==> config.mk <==
export PLATFORM = sky130hd
export DESIGN_NAME = sll_shifter
export DESIGN_NICKNAME = d
export VERILOG_FILES = /design/src/rtl/sll_shifter_pkg.sv /design/src/rtl/sll_stage.sv /design/src/rtl/sll_shifter.sv
export SDC_FILE = /design/constraint.sdc
export NUM_CORES = 1
export LEC_CHECK = 0
export BUFFER_PORTS_ARGS = -buffer_cell sky130_fd_sc_hd__buf_2
export CAP_MARGIN = 40
export CELL_PAD_IN_SITES_DETAIL_PLACEMENT = 0
export CELL_PAD_IN_SITES_GLOBAL_PLACEMENT = 1
export CORE_UTILIZATION = 42
export DETAILED_ROUTE_END_ITERATION = 7
export HOLD_SLACK_MARGIN = 0.15
export PLACE_DENSITY = 0.91
export SLEW_MARGIN = 5
export SYNTH_ARGS = -nofsm -noshare
export SYNTH_HDL_FRONTEND = slang
export SYNTH_SLANG_ARGS = --single-unit
==> constraint.sdc <==
create_clock -name clk -period 3.1 [get_ports clk]
set_clock_uncertainty 0.2 [all_clocks]
set_input_delay 0.465 -clock clk [delete_from_list [all_inputs] [get_ports clk]]
set_output_delay 0.465 -clock clk [all_outputs]
set_load 0.05 [all_outputs]
==> src/rtl/sll_shifter_pkg.sv <==
// Shared definitions for the execute-stage shifters and ALU decode:
// function codes, datapath widths and the sequential SLL state encoding.
package sll_shifter_pkg;

    localparam int unsigned DATA_W  = 32;
    localparam int unsigned AMT_W   = 5;
    localparam int unsigned STAGE_W = 3;
    localparam int unsigned FUNC_W  = 6;

    // Function codes shared with the SRL shifter and the ALU decoder.
    localparam logic [FUNC_W-1:0] FUNC_SLL = 6'b000000;
    localparam logic [FUNC_W-1:0] FUNC_SRL = 6'b000010;

    typedef enum logic [1:0] {
        IDLE  = 2'd0,
        SHIFT = 2'd1,
        DONE  = 2'd2
    } state_e;

endpackage

==> src/rtl/sll_stage.sv <==
// One binary stage of the left shifter: shifts by 2^stage when enabled,
// passes the operand through otherwise. Purely combinational.
//   i_data   : operand
//   i_stage  : stage index 0..4 (shift distance 1,2,4,8,16)
//   i_en     : apply this stage's shift
//   o_data_c : shifted (or passed-through) operand, zero filled from the LSB
module sll_stage
    import sll_shifter_pkg::*;
#(
    parameter int unsigned WIDTH = DATA_W
) (
    input  logic [WIDTH-1:0]   i_data,
    input  logic [STAGE_W-1:0] i_stage,
    input  logic               i_en,
    output logic [WIDTH-1:0]   o_data_c
);

    logic [5:0] w_dist;

    // Distance 2^stage; stages above 4 never occur while shifting.
    assign w_dist   = 6'(1) << i_stage;
    assign o_data_c = i_en ? (i_data << w_dist) : i_data;

endmodule

==> src/rtl/sll_shifter.sv <==
// Sequential shift-left-logical unit with a fixed 5-cycle shift phase.
// The 5-bit amount is resolved one binary stage per cycle (1,2,4,8,16),
// so latency depends only on the function code. Non-SLL codes produce 0
// so the ALU can OR this result with the other shifter outputs.
//   clk, rst : clock, synchronous active-high reset
//   start    : request, sampled only when idle
//   dataA    : operand to shift
//   dataB    : shift amount, only [4:0] used
//   Signal   : function code
//   busy     : high while shifting and during the done cycle
//   done     : one-cycle pulse, dataOut valid
//   dataOut  : result register, held until the next done
module sll_shifter
    import sll_shifter_pkg::*;
#(
    parameter int unsigned         WIDTH = DATA_W,
    parameter logic [FUNC_W-1:0]   SLL   = FUNC_SLL
) (
    input  logic               clk,
    input  logic               rst,
    input  logic               start,
    input  logic [WIDTH-1:0]   dataA,
    input  logic [WIDTH-1:0]   dataB,
    input  logic [FUNC_W-1:0]  Signal,
    output logic               busy,
    output logic               done,
    output logic [WIDTH-1:0]   dataOut
);

    state_e               r_state;
    state_e               w_state_nxt;
    logic [WIDTH-1:0]     r_acc;
    logic [WIDTH-1:0]     w_acc_nxt;
    logic [AMT_W-1:0]     r_amt;
    logic [AMT_W-1:0]     w_amt_nxt;
    logic [STAGE_W-1:0]   r_stage;
    logic [STAGE_W-1:0]   w_stage_nxt;
    logic                 r_busy;
    logic                 w_busy_nxt;
    logic                 r_done;
    logic                 w_done_nxt;
    logic [WIDTH-1:0]     r_dout;
    logic [WIDTH-1:0]     w_dout_nxt;
    logic [WIDTH-1:0]     w_shifted;
    logic                 w_en;
    logic                 w_unused_amt_hi;

    // Upper amount bits are architecturally ignored.
    assign w_unused_amt_hi = ^dataB[WIDTH-1:AMT_W];

    // Amount bit selecting whether the current stage shifts.
    assign w_en = r_amt[r_stage];

    sll_stage #(
        .WIDTH (WIDTH)
    ) u_stage (
        .i_data   (r_acc),
        .i_stage  (r_stage),
        .i_en     (w_en),
        .o_data_c (w_shifted)
    );

    // State and datapath registers.
    always_ff @(posedge clk) begin
        if (rst) begin
            r_state <= IDLE;
            r_acc   <= '0;
            r_amt   <= '0;
            r_stage <= '0;
            r_busy  <= 1'b0;
            r_done  <= 1'b0;
            r_dout  <= '0;
        end else begin
            r_state <= w_state_nxt;
            r_acc   <= w_acc_nxt;
            r_amt   <= w_amt_nxt;
            r_stage <= w_stage_nxt;
            r_busy  <= w_busy_nxt;
            r_done  <= w_done_nxt;
            r_dout  <= w_dout_nxt;
        end
    end

    // Next-state and next-register values; busy/done are decoded one cycle
    // ahead so they come straight from flops.
    always_comb begin
        w_state_nxt = r_state;
        w_acc_nxt   = r_acc;
        w_amt_nxt   = r_amt;
        w_stage_nxt = r_stage;
        w_busy_nxt  = r_busy;
        w_done_nxt  = 1'b0;
        w_dout_nxt  = r_dout;

        unique case (r_state)
            IDLE: begin
                w_busy_nxt = 1'b0;
                if (start) begin
                    w_busy_nxt = 1'b1;
                    if (Signal == SLL) begin
                        w_acc_nxt   = dataA;
                        w_amt_nxt   = dataB[AMT_W-1:0];
                        w_stage_nxt = '0;
                        w_state_nxt = SHIFT;
                    end else begin
                        w_acc_nxt   = '0;
                        w_dout_nxt  = '0;
                        w_done_nxt  = 1'b1;
                        w_state_nxt = DONE;
                    end
                end
            end
            SHIFT: begin
                w_acc_nxt   = w_shifted;
                w_stage_nxt = r_stage + 3'd1;
                // Always runs all five stages, even for a zero amount.
                if (r_stage == 3'd4) begin
                    w_dout_nxt  = w_shifted;
                    w_done_nxt  = 1'b1;
                    w_state_nxt = DONE;
                end
            end
            DONE: begin
                w_busy_nxt  = 1'b0;
                w_state_nxt = IDLE;
            end
            default: begin
                w_busy_nxt  = 1'b0;
                w_state_nxt = IDLE;
            end
        endcase
    end

    assign busy    = r_busy;
    assign done    = r_done;
    assign dataOut = r_dout;

endmodule
==> results.cfg <==
[routing]
route.antenna.remaining_nets = 0
drt_wl_total_mm = 22.6
dr.pass1.iters = 5
vias = 5874
drtIter0Drc = 529
wire_per_inst_um = 24.7
viasPerCell = 6.43
drc = 0

[logic_synthesis]
syn_nets = 709
synthCells = 631
avgSynthCellArea_um2 = 8.58
synth_area_leaders = dfxtp_1, mux2i_1, mux4_2, a22oi_1, nor2_1
ys.flop_type = dfxtp_1
synth_edf_count = 0
synth_cell_types = 77
ys.warnings.count = 0
async_flop_share = 0
synth_top_cell_by_area = dfxtp_1
syn_area_mm2 = 0.00542
synth.top_cell.area_share = 0.281
ys_seq_area_frac = 0.281
synth-seq-cells = 76

[global_routing]
grt_max_degree = 52
antenna_found_initial = 0
overflow = 0
grt_pass1_wl_mm = 34.0
grt_pass1_vias = 5578
groute.usage.overall = 0.349

[worst_setup_path]
critical_path_arrival_ns = 3.06
path_cells = inv_1 > ha_4 > and2b_1 > mux4_2 > a221oi_1 > o22ai_1 > a221oi_2 > buf_4 > o21ai_1
crit_path_start_kind = flip-flop
critPathTopFamily = compound AO/OA/AOI/OAI gates
crit_required_ns = 3.13
crit_path_top_delay_cell = a221oi_1
crit_type = reg -> reg
critPathCaptureType = flip-flop
slowest_delay_ns = 0.45
path_buf_inv = 2
crit_fanout = 14

[final_layout]
stdcell_area_mm2 = 0.00674
post-route-util = 0.534
final_nets = 815
drive_above_1_share = 0.296
fin_cells = 914
diodes = 0
area_growth_pct = 24.4

[cts]
cts.sinks = 76
h-tree-depth = 3
clkLatencyLatePin_ns = 0.35
cts_buffers = 9
postCtsHoldBufs = 0
clk_pin_slew_worst_paths_ns = 0.06
postCtsSetupBuffers = 0
cts_tree = done
clockBufferDepth = 2
cts_root_buffer = clkbuf_16

[floorplan]
core_region_area_mm2 = 0.0126
rows = 41
dieHeight_um = 116
ios = 107
die-area_mm2 = 0.0134
die_width_um = 116
start_util = 0.429

[place]
dp_cells = 898
gp_congestion = 0.924
place_area_mm2 = 0.00638
place_ws_ns = 0.0574
dp_hpwl_mm = 17.5
numPortBuffers = 79

[sta]
hold_viol_final = 0
tightest_slew_ns = 0.915
slew_viol_final = 0
fin_tns_setup_ns = 0
whs_ns = 0.155
maxSlewHeadroom = 0.382
rsz0062_at_grt = no
period_share = 0.976
max_freq_mhz = 331
finalSetupViolCount = 0
fin_crit_ns = 3.03
fin_ws_ns = 0.0743

[pwr]
p_leak_nw = 2.65
total_power_mw = 2.39
power_per_cell_area_mw_per_mm2 = 354
peakVddDrop_mv = 0.395

[worst_hold_path]
hp-class = in -> reg

[run]
cap_violations = 0

[status]
outcome = completed
[power breakdown]
part | internal, mW | switching, mW | total (mW)
Clock | 0.734 | 0.453 | 1.19
Sequential | 0.990 | 0.0115 | 1.00
Combinational | 0.0694 | 0.129 | 0.199
Total | 1.79 | 0.593 | 2.39
[cells in the mapped netlist, types with 7 or more instances]
| master | instances |
|---|---|
| inv_1 | 9 |
| a2bb2oi_1 | 7 |
| o21ai_0 | 36 |
| clkbuf_1 | 34 |
| a22o_1 | 11 |
| dfxtp_1 | 76 |
| o22ai_1 | 14 |
| nor2_1 | 61 |
| a211oi_1 | 9 |
| a22oi_1 | 52 |
| a21oi_1 | 31 |
| nand2_1 | 52 |
| nand2b_1 | 10 |
| a221oi_1 | 8 |
| nand3b_1 | 9 |
| nor3_1 | 14 |
| mux2i_1 | 42 |
| mux4_2 | 18 |
| buf_2 | 19 |
[cell usage in the layout (no fill, tap or decap), types with 10 or more instances in the layout]
| cell | instances |
|---|---|
| mux4_2 | 18 |
| nor2_1 | 61 |
| nor3_1 | 14 |
| dfxtp_1 | 76 |
| nand2b_1 | 10 |
| a22o_1 | 11 |
| a21oi_1 | 31 |
| o22ai_1 | 14 |
| buf_2 | 79 |
| mux2i_1 | 42 |
| buf_4 | 72 |
| o21ai_0 | 36 |
| nand2_1 | 52 |
| a22oi_1 | 52 |
[tightest hold or removal path, delay by kind of cell]
kind	cells	cell delay [ns]
simple gates	1	0.07
mux	1	0.06
buf+inv	1	0.08
[state kept, by name (all words and copies together), names as in the netlist]
register,cells
busy,1
r_amt,5
r_stage,3
done,1
r_acc,32
dataOut,32
r_state,2
[final timing paths]
path	startpoint	end	slack [ns]	depth (start not counted)
max	r_stage[0]	dataOut[30]	0.07	9
max reg2reg	r_stage[0]	dataOut[30]	0.07	9
min	dataB[4]	r_amt[4]	0.15	3
min reg2reg	dataOut[26]	dataOut[26]	0.25	2
[routing by layer]
| layer | routed length, um | vias up | GRT usage |
|---|---|---|---|
| li1 | - | 2632 | - |
| met1 | 9700 | 2904 | 0.464 |
| met2 | 10500 | 277 | 0.560 |
| met3 | 1420 | 61 | 0.0565 |
| met4 | 959 | 0 | 0.151 |
| met5 | 0 | - | 0 |
[timing repair]
item | CTS | global route
resized for setup | 0 | 3
endpoints found under the hold margin | 0 | 0
setup endpoints to repair | 0 | 14
[logic make-up (layout without fill, tap and decap cells)]
logic type                 Yosys count  in the layout  synth area share
buffers and inverters               74            185            0.0686
adders and majority gates            5              5            0.0116
and+or+nand+nor                    192            192             0.181
AOI/OAI and AO/OA                  218            218             0.287
muxes                               66             66             0.171
DFF                                 76             76             0.281
[final cells by class]
class	instances	area, um^2
clock buffer	10	239
tap	172	215
sequential	76	1520
multi-input combinational	481	3550
fill	1238	5880
clock inverter	6	93.8
timing repair buffer	158	1080
inverter	11	41.3
No activity file was read; power rests on OpenSTA's default activity.
